`src/rtl/ifetch_pkg.sv`:
```
// Shared constants and types for the prefetching instruction fetch unit.
package ifetch_pkg;

    localparam logic [6:0]  OPC_BRANCH = 7'b1100011;
    localparam int unsigned PC_INC     = 4;

    typedef enum logic [1:0] {
        FETCH,
        HOLD,
        BR_WAIT
    } fetch_state_t;

    // Pre-decode: conditional branches share one opcode, funct3 is irrelevant.
    function automatic logic is_branch(input logic [6:0] opcode);
        return opcode == OPC_BRANCH;
    endfunction

endpackage

```
`src/rtl/inst_fifo.sv`:
```
// Synchronous FIFO holding {instruction, pc} pairs; head entry is registered state.
module inst_fifo #(
    parameter int unsigned WIDTH = 64,
    parameter int unsigned DEPTH = 4
) (
    input  logic                     clk,
    input  logic                     rst_n,
    input  logic                     push,
    input  logic [WIDTH-1:0]         push_data,
    input  logic                     pop,
    output logic [WIDTH-1:0]         head_data,
    output logic [$clog2(DEPTH):0]   count
);

    localparam int unsigned PW = $clog2(DEPTH);
    localparam int unsigned CW = PW + 1;

    logic [WIDTH-1:0] storage [DEPTH];
    logic [PW-1:0]    wr_ptr;
    logic [PW-1:0]    rd_ptr;

    // Storage, wrapping pointers and occupancy; storage cleared so the head reads zero after reset.
    always_ff @(posedge clk or negedge rst_n) begin
        if (!rst_n) begin
            wr_ptr <= '0;
            rd_ptr <= '0;
            count  <= '0;
            for (int unsigned i = 0; i < DEPTH; i++) begin
                storage[i] <= '0;
            end
        end else begin
            if (push) begin
                storage[wr_ptr] <= push_data;
                wr_ptr          <= wr_ptr + 1'b1;
            end
            if (pop) begin
                rd_ptr <= rd_ptr + 1'b1;
            end
            count <= count + CW'(push) - CW'(pop);
        end
    end

    assign head_data = storage[rd_ptr];

endmodule

```
`src/rtl/i_fetch_queue.sv`:
```
// Prefetching fetch unit: one request in flight, DEPTH-entry buffer, stops at branches.
module i_fetch_queue
    import ifetch_pkg::*;
#(
    parameter int unsigned           ADDR_WIDTH = 32,
    parameter int unsigned           INST_WIDTH = 32,
    parameter int unsigned           DEPTH      = 4,
    parameter logic [ADDR_WIDTH-1:0] RESET_PC   = '0
) (
    input  logic                  clk,
    input  logic                  rst_n,
    output logic                  mem_valid,
    output logic [ADDR_WIDTH-1:0] mem_addr,
    input  logic                  mem_done,
    input  logic [INST_WIDTH-1:0] mem_inst,
    output logic                  inst_valid,
    input  logic                  inst_ready,
    output logic [INST_WIDTH-1:0] inst,
    output logic [ADDR_WIDTH-1:0] inst_pc,
    input  logic                  redirect_valid,
    input  logic [ADDR_WIDTH-1:0] redirect_offset
);

    localparam int unsigned CW = $clog2(DEPTH) + 1;

    fetch_state_t          state, state_next;
    logic [ADDR_WIDTH-1:0] pc, pc_next;
    logic [ADDR_WIDTH-1:0] br_pc, br_pc_next;
    logic                  req, req_next;

    logic [CW-1:0]         count;
    logic [CW-1:0]         count_after;
    logic                  push;
    logic                  pop;
    logic                  room;
    logic [INST_WIDTH+ADDR_WIDTH-1:0] head;

    assign mem_valid  = req;
    assign mem_addr   = pc;
    assign push       = req && mem_done;
    assign pop        = inst_valid && inst_ready;
    assign inst_valid = (count != '0);

    // Room for a new request is judged on the occupancy after this edge's push/pop.
    assign count_after = count + CW'(push) - CW'(pop);
    assign room        = (count_after < CW'(DEPTH));

    inst_fifo #(
        .WIDTH (INST_WIDTH + ADDR_WIDTH),
        .DEPTH (DEPTH)
    ) u_fifo (
        .clk       (clk),
        .rst_n     (rst_n),
        .push      (push),
        .push_data ({mem_inst, pc}),
        .pop       (pop),
        .head_data (head),
        .count     (count)
    );

    assign inst    = head[INST_WIDTH+ADDR_WIDTH-1:ADDR_WIDTH];
    assign inst_pc = head[ADDR_WIDTH-1:0];

    // Fetch state, pc, branch pc and request flag registers.
    always_ff @(posedge clk or negedge rst_n) begin
        if (!rst_n) begin
            state <= FETCH;
            pc    <= RESET_PC;
            br_pc <= '0;
            req   <= 1'b0;
        end else begin
            state <= state_next;
            pc    <= pc_next;
            br_pc <= br_pc_next;
            req   <= req_next;
        end
    end

    // Next-state logic: issue, complete, hold for room, wait for branch redirect.
    always_comb begin
        state_next = state;
        pc_next    = pc;
        br_pc_next = br_pc;
        req_next   = req;
        case (state)
            FETCH: begin
                if (!req) begin
                    // Only reachable right after reset: raise the first request.
                    if (room) req_next = 1'b1;
                    else      state_next = HOLD;
                end else if (mem_done) begin
                    if (is_branch(mem_inst[6:0])) begin
                        br_pc_next = pc;
                        state_next = BR_WAIT;
                        req_next   = 1'b0;
                    end else begin
                        pc_next = pc + ADDR_WIDTH'(PC_INC);
                        if (!room) begin
                            state_next = HOLD;
                            req_next   = 1'b0;
                        end
                    end
                end
            end
            HOLD: begin
                if (room) begin
                    state_next = FETCH;
                    req_next   = 1'b1;
                end
            end
            BR_WAIT: begin
                if (redirect_valid) begin
                    pc_next = br_pc + redirect_offset;
                    if (room) begin
                        state_next = FETCH;
                        req_next   = 1'b1;
                    end else begin
                        state_next = HOLD;
                    end
                end
            end
            default: begin
                state_next = FETCH;
                req_next   = 1'b0;
            end
        endcase
    end

endmodule
```
`config.mk`:
```
export PLATFORM = sky130hd
export DESIGN_NAME = i_fetch_queue
export DESIGN_NICKNAME = d
export VERILOG_FILES = /design/src/rtl/ifetch_pkg.sv /design/src/rtl/inst_fifo.sv /design/src/rtl/i_fetch_queue.sv
export SDC_FILE = /design/constraint.sdc
export NUM_CORES = 1
export LEC_CHECK = 0
export CAP_MARGIN = 10
export CORE_MARGIN = 2
export CORE_UTILIZATION = 45
export CTS_CLUSTER_DIAMETER = 80
export DETAILED_ROUTE_END_ITERATION = 16
export GPL_ROUTABILITY_DRIVEN = 1
export MAX_ROUTING_LAYER = met4
export PLACE_DENSITY = 0.66
export SLEW_MARGIN = 40
export SYNTH_ARGS = -nofsm -noshare
export SYNTH_HDL_FRONTEND = slang
export SYNTH_SLANG_ARGS = --single-unit
```
`constraint.sdc`:
```
create_clock -name clk -period 5.2 [get_ports clk]
set_input_delay 1.04 -clock clk [delete_from_list [all_inputs] [get_ports clk]]
set_output_delay 1.04 -clock clk [all_outputs]
set_load 0.02 [all_outputs]
```
==> summary.md, run 1 <==
| Metric | Value |
|---|---|
| Synthesized area | roughly 16,000 um2 |
| Worst slew margin | about half |
| Max Used Layer | met4 |
| IO Pins | 167 |
| Vias in the first global route | around 11,000 |
| Final ANT Viol Nets | 0 |
| Setup crit start | u_fifo.rd_ptr[0] |
| Area after DPL | roughly 18,000 um2 |
| Initial core utilization | a little under half |
| Pleak | ~0.0087 uW |
| Fillers | a little under 3,000 |
| Period utilisation layout | 76.2% |
| Drt pass-1 iters | 5 |
| Final hold violation count | 0 |
| Dpl ws | 1.11 ns |
| Worst setup endpoint | inst_pc[0] |
| Data required, critical path | roughly 4.2 ns |
| Routability cong. | 0.869 |
| Mapped Cells | 1,249 |
| Post-synthesis cell type count | 70 |
| Die area | 38,000 um2 |
| Design area | between 15,000 and 20,000 um2 |
| Largest net degree at the start of global routing | between 100 and 150 |
| Die height | between 150 and 200 um |
| Fmax | 0.252 GHz |
| Sw power | between 3000 and 4000 uW |
| Internal | roughly 7000 uW |
| R2r worst-path depth | 12 |
| Gr ovfl total | 0 |
| Skew final | about 0.011 ns |
| Port Buffers | between 150 and 200 |
| Clock power frac | a little over a quarter |
| P per Cell Area | ~530 nW/um2 |
| Root Driver | clkbuf_16 |
| Post-synthesis average cell area | roughly 13 um2 |
| HP Class | reg -> reg |
| Reg2reg start | u_fifo.count[0] |
| WL/cell | 20.8 um |
| DRC violations left | 0 |
| Final setup fails | 0 |
| Met1 WL | 17,500 um |
| Area grow syn2layout | 20.7% |
| Crit start category | flip-flop |
| Layout cells sized above 1 | a little under a third |
| Clock Latency Late Sink | about 0.53 ns |
| First-pass GRT wire length | between 60,000 and 70,000 um |
| Number of synthesized flops with an enable pin | 0 |
| CTS Sinks | between 300 and 400 |
| Min-delay src | u_fifo.storage[145] |
| DP Wirelength | between 20,000 and 25,000 um |
| Async set-reset flop share out of synthesis | 100% |
| Maxcap violations | 0 |
| Final worst slack | about 1.2 ns |
| Main synth FF type | dfrtp_1 |
| Clock tree buffer depth | 3 |
| Post-CTS Repair Setup Buffers | 0 |
| Critical path arrival | 2.92 ns |
| Setup crit end kind | output pin |
| FF-to-FF End | state[1] |
| CTS tree | built |
| RSZ-0062 raised after global routing | false |
| Synthesis Warnings | 0 |
| Row cnt | 69 |
| Yosys top cell by area | dfrtp_1 |
| ANT cells | 0 |
| Maximum vdd drop | roughly 0.25 mV |
| Final WL | between 30,000 and 40,000 um |
| Synth top area share | about half |
| Gr usage total | 21.4% |
| Kind of critical path | reg -> out |
| Reg clk slew, reported paths | 0.06 ns |
| Vias | about 11,000 |
| Worst Tran Pin Value | around 0.72 ns |
| Hold WS | a little under 0.5 ns |
| Switch share | 31.5% |
| Post-cts resize count | 0 |
| Sequential share of power | about 37% |
| Hold buffer count at cts | 0 |
| Drt first-iter violations | 575 |
| Htree depth | 2 |
| Synth top area cells | dfrtp_1 50%, mux2_2 19%, mux4_2 8.8% |
| Combinational Power Share | 36.6% |
| Critical Path Fanout Max | 30 |
| Pins Over Slew Limit | 0 |
| Setup TNS | 0 ns |
| Die W | 195 um |
| Status | finished, final reports clean |
| Syn_nets | 1,362 |
| Post-synthesis sequential area ratio | 50.4% |
| Yosys reg bits | between 300 and 400 |
| WL met3 | roughly 1500 um |
| Num CTS Buffers | 38 |
| Crit path time final | between 3 and 4 ns |
| Core area | around 36,000 um2 |
| Met2 routed WL | about 19,000 um |
| Nets | roughly 1,500 |
| Initial antenna violation count | 0 |
| Reg2reg setup slack | roughly 1.8 ns |
| Vias per inst | 5.72 |
## logic make-up (layout without fill, tap and decap cells)
family	after synthesis	after routing	synth area share, %
mux	350	350	28.4
flops	330	330	50.4
compound gates	207	207	8.27
simple gates	178	178	5.37
buf+inv	112	266	2.68
fa+ha+maj	44	44	3.45
xor+xnor	28	28	1.50
## worst max-delay path, stage by stage, from the launching register on
cell and delay (ns):
dfrtp_4 0.86, buf_4 0.41, mux4_2 0.54, clkdlybuf4s50_1 0.58
## layout make-up
type | count | area, um2 | share of cell area (%)
sequential | 330 | 8260 | 41.7
multi-input combinational | 807 | 7780 | 39.3
timing repair buffer | 176 | 1790 | 9.05
clock buffer | 49 | 1070 | 5.42
tap | 461 | 577 | 2.91
clock inverter | 19 | 221 | 1.12
inverter | 22 | 82.6 | 0.417
## synthesized netlist by cell type, types with 5 or more instances
library cell / instances
mux2i_1: 8
and3_1: 13
a31oi_1: 13
a221oi_1: 8
xnor2_1: 18
ha_1: 42
o22ai_1: 12
nor2_1: 32
nand4_1: 10
mux2_2: 278
buf_1: 10
inv_1: 22
mux4_2: 64
nor3_1: 11
dfrtp_1: 330
a21o_1: 25
clkbuf_1: 72
o21a_1: 7
a21oi_1: 57
buf_2: 5
and2_1: 6
o21bai_1: 7
o21ai_0: 37
nand3_1: 24
nand2_1: 60
xor2_1: 10
## worst min-delay path by stage
stage                                     end  slack, ns  depth (start not counted)
after floorplan            u_fifo.storage[81]       0.44                          2
after global placement     u_fifo.storage[84]       0.46                          2
after detailed placement   u_fifo.storage[81]       0.47                          2
after CTS                  u_fifo.storage[81]       0.49                          2
after global routing       u_fifo.storage[81]       0.50                          2
final                     u_fifo.storage[145]       0.48                          2
## power by group through the flow
stage          logic, uW  registers (uW)  clock network (uW)
3_3_place_gp        3800            3910                   0
2_1_floorplan       2640            3690                   0
6_report            3820            3900                2720
3_5_place_dp        3880            3940                   0
4_1_cts             3890            3900                2790
5_1_grt             4100            4020                2910
## sequential cells by signal (all words and copies together) (netlist names)
name	cells
br_pc	32
mem_addr	32
mem_valid	1
state	2
u_fifo.count	3
u_fifo.rd_ptr	2
u_fifo.storage	256
u_fifo.wr_ptr	2
## cell usage in the layout (no fill, tap or decap), types with 4 or more instances in the layout
cell,n
dfrtp_1,328
mux2_2,278
clkdlybuf4s50_1,165
mux4_2,64
nand2_1,56
a21oi_1,55
ha_1,42
clkbuf_16,39
o21ai_0,37
nor2_1,32
a21o_1,25
nand3_1,23
inv_1,22
xnor2_1,18
and3_1,13
a31oi_1,13
o22ai_1,12
clkinv_2,12
nor3_1,11
xor2_1,10
nand4_1,10
mux2i_1,8
a221oi_1,8
o21a_1,7
o21bai_1,7
clkbuf_8,6
buf_4,6
and2_1,5
nand2_8,4
nand2b_1,4
a211oi_1,4
clkbuf_1,4
bufinv_16,4
buf_12,4
## metal layers
metal	up-vias	GRT usage, %
met3	47	3.42
met1	5511	28.3
met5	-	-
li1	4905	-
met2	204	34.7
met4	0	5.57
## through the flow
| stage | total power (uW) | cells | util, % |
|---|---|---|---|
| 2_1_floorplan | 6340 | 1249 | - |
| 3_3_place_gp | 7700 | 1796 | 51.6 |
| 3_5_place_dp | 7830 | 1796 | 51.7 |
| 4_1_cts | 10600 | 1864 | 55.4 |
| 5_1_grt | 11000 | 1864 | 55.4 |
| 6_report | 10400 | 1864 | 55.4 |
Note: power is estimated with default switching activity, not from simulation.
==> inputs of run 2 (changes only) <==
==> constraint.sdc (replaced) <==
create_clock -name clk -period 4.1 [get_ports clk]
set_input_delay 0.82 -clock clk [delete_from_list [all_inputs] [get_ports clk]]
set_output_delay 0.82 -clock clk [all_outputs]
set_load 0.02 [all_outputs]
==> run 2 against run 1 <==
Die area did not move. Hold slack got worse by 0.28 ns. Clock power is 26% higher. Register-to-register slack worse by 0.99 ns. Non-clock buffer count rose by 15. Via count barely moved. Sequential power increased by 25%. Global-route usage grew 0.12 points. Highest routed layer unchanged. Flip-flop and latch count unchanged.
==> summary.md, run 2 (same netlist as run 1, synthesis figures left out) <==
| Metric | Value |
|---|---|
| Drt pass-1 iters | 5 (unchanged) |
| Vias in the first global route | 11,233 (+1.1%) |
| Max incr delay on CP | 0.80 ns (-0.06 ns) |
| Period utilisation layout | around 86% |
| Setup TNS | 0 ns (unchanged) |
| Drt first-iter violations | 616 (+7.1%) |
| Post-CTS Repair Setup Buffers | 0 (unchanged) |
| Vias | 10,659 (-0.075%) |
| Worst slew margin | 50.6% (-0.59 points) |
| Area after DPL | 18,600 um2 (+0.71%) |
| Die area | 38,000 um2 (unchanged) |
| Fillers | 3,021 (+1.3%) |
| Gr usage total | 21.6% (+0.12 points) |
| Clock Latency Late Sink | 0.52 ns (about the same) |
| Slowest cell on crit path | dfrtp_2 |
| Core area | 35,700 um2 (unchanged) |
| Internal | 9090 uW (+27%) |
| Hold buffer count at cts | 0 (unchanged) |
| Critical Path, Cell by Cell | buf_4, mux4_2, clkdlybuf4s50_1 |
| Die W | 195 um (unchanged) |
| Area grow syn2layout | 21.7% |
| Final WL | 39,100 um (+1.2%) |
| Initial core utilization | 45.9% (unchanged) |
| Sequential share of power | 36.6% (-0.8 points) |
| Final worst slack | 0.587 ns (-0.649 ns) |
| Final ANT Viol Nets | 0 (unchanged) |
| Status | finished, final reports clean |
| Maximum vdd drop | 0.321 mV (+28%) |
| Reg clk slew, reported paths | 0.06 ns (about the same) |
| Commonest non-fill, non-tap cell in the layout | dfrtp_1 |
| RSZ-0062 raised after global routing | false |
| Gr ovfl total | 0 (unchanged) |
| P per Cell Area | 666 nW/um2 (+26%) |
| Port Buffers | 166 (unchanged) |
| Routability cong. | 0.876 (+0.79%) |
| Vias per inst | 5.67 (-0.98%) |
| Final setup fails | 0 (unchanged) |
| Htree depth | 2 (unchanged) |
| Row cnt | 69 (unchanged) |
| Combinational Power Share | 37.5% (+0.9 points) |
| HP Class | in -> async |
| Dpl ws | 0.229 ns (-0.883 ns) |
| Pleak | 0.00882 uW (+1.5%) |
| Final Power | 13,300 uW (+27%) |
| Crit start category | flip-flop |
| Nets | 1,503 (+1.0%) |
| Initial antenna violation count | 1 (+1) |
| IO Pins | 167 (unchanged) |
| Root Driver | clkbuf_16 |
| Pins Over Slew Limit | 0 (unchanged) |
| Crit path time final | 3.51 ns |
| Skew final | 0.0120 ns (+0.000962 ns) |
| Maxcap violations | 0 (unchanged) |
| Kind of critical path | reg -> out |
| CTS tree | built |
| Worst Tran Pin Value | 0.741 ns (+0.0180 ns) |
| Num CTS Buffers | 38 (unchanged) |
| Critical Path Fanout Max | 23 (-23%) |
| Layout cells sized above 1 | 31.9% (+0.71 points) |
| Largest reg by FF count | u_fifo.storage |
| Switch share | 31.6% (+0.12 points) |
| WL/cell | 20.8 um (+0.26%) |
| Post-cts resize count | 0 (unchanged) |
| DRC violations left | 0 (unchanged) |
| Clock power frac | 25.9% (-0.2 points) |
| Sw power | 4210 uW (+28%) |
| Critical path arrival | 2.69 ns (-0.23 ns) |
| Final hold violation count | 0 (unchanged) |
| Die height | 195 um (unchanged) |
| Largest net degree at the start of global routing | 97 (-28%) |
| Setup crit end kind | output pin |
| Fmax | between 0.2 and 0.3 GHz |
| Most frequent cells in the layout | 328 x dfrtp_1, 278 x mux2_2, 165 x clkdlybuf4s50_1 |
| Clock tree buffer depth | 3 (unchanged) |
| First-pass GRT wire length | 62,800 um (+0.79%) |
| Data required, critical path | 3.28 ns (-0.88 ns) |
| Max reg flops | 256 (unchanged) |
| CTS Sinks | 330 (unchanged) |
| Design area | 19,900 um2 (+0.78%) |
| DP Wirelength | 26,000 um (+6.5%) |
-- run 2: worst paths after layout --
check	cells after the start	from	slack [ns]	to
max reg2reg	12	u_fifo.count[0]	0.77	state[1]
min	1	rst_n	0.20	u_fifo.storage[71]
min reg2reg	2	u_fifo.storage[21]	0.48	u_fifo.storage[21]
max in group asynchronous	2	rst_n	3.08	u_fifo.storage[230]
min in group clk	2	u_fifo.storage[21]	0.48	u_fifo.storage[21]
max	3	u_fifo.rd_ptr[1]	0.59	inst[18]
-- run 2: stage by stage --
step	instances	utilization [%]	hold slack, ns
finish	1881	55.8	0.200
global route	1881	55.8	0.215
CTS	1879	55.7	0.370
detailed placement	1810	52.1	0.470
global placement	1810	52.1	0.457
floorplan	1249	-	0.445
-- run 2: worst max-delay path: cells and delay by family, from the launching register on --
kind	cells	cell delay (ns)
DFF	1	0.80
muxes	1	0.38
buffers and inverters	2	1.00
-- run 2: layout make-up --
class / count / area [um2] / area share, %
Sequential cell: 330 / 8260 / 41.4
Multi-Input combinational cell: 807 / 7740 / 38.8
Timing Repair Buffer: 191 / 1990 / 9.96
Clock buffer: 51 / 1100 / 5.52
Tap cell: 461 / 577 / 2.89
Clock inverter: 18 / 194 / 0.972
Inverter: 22 / 82.6 / 0.414
Antenna cell: 1 / 2.50 / 0.0125
-- run 2: metal layers --
metal	track usage, %	wire length, um	up-vias
met4	4.98	648	0
met5	-	0	-
li1	-	-	4931
met3	2.98	1470	47
met2	36.4	19700	211
met1	27.8	17300	5470
-- run 2: power by group through the flow --
stage / Combinational [uW] / Sequential, uW / Clock, uW
2_1_floorplan: 3350 / 4680 / 0
3_3_place_gp: 4970 / 4860 / 0
3_5_place_dp: 5060 / 4920 / 0
4_1_cts: 5070 / 4870 / 3530
5_1_grt: 5350 / 4990 / 3680
6_report: 4980 / 4870 / 3440
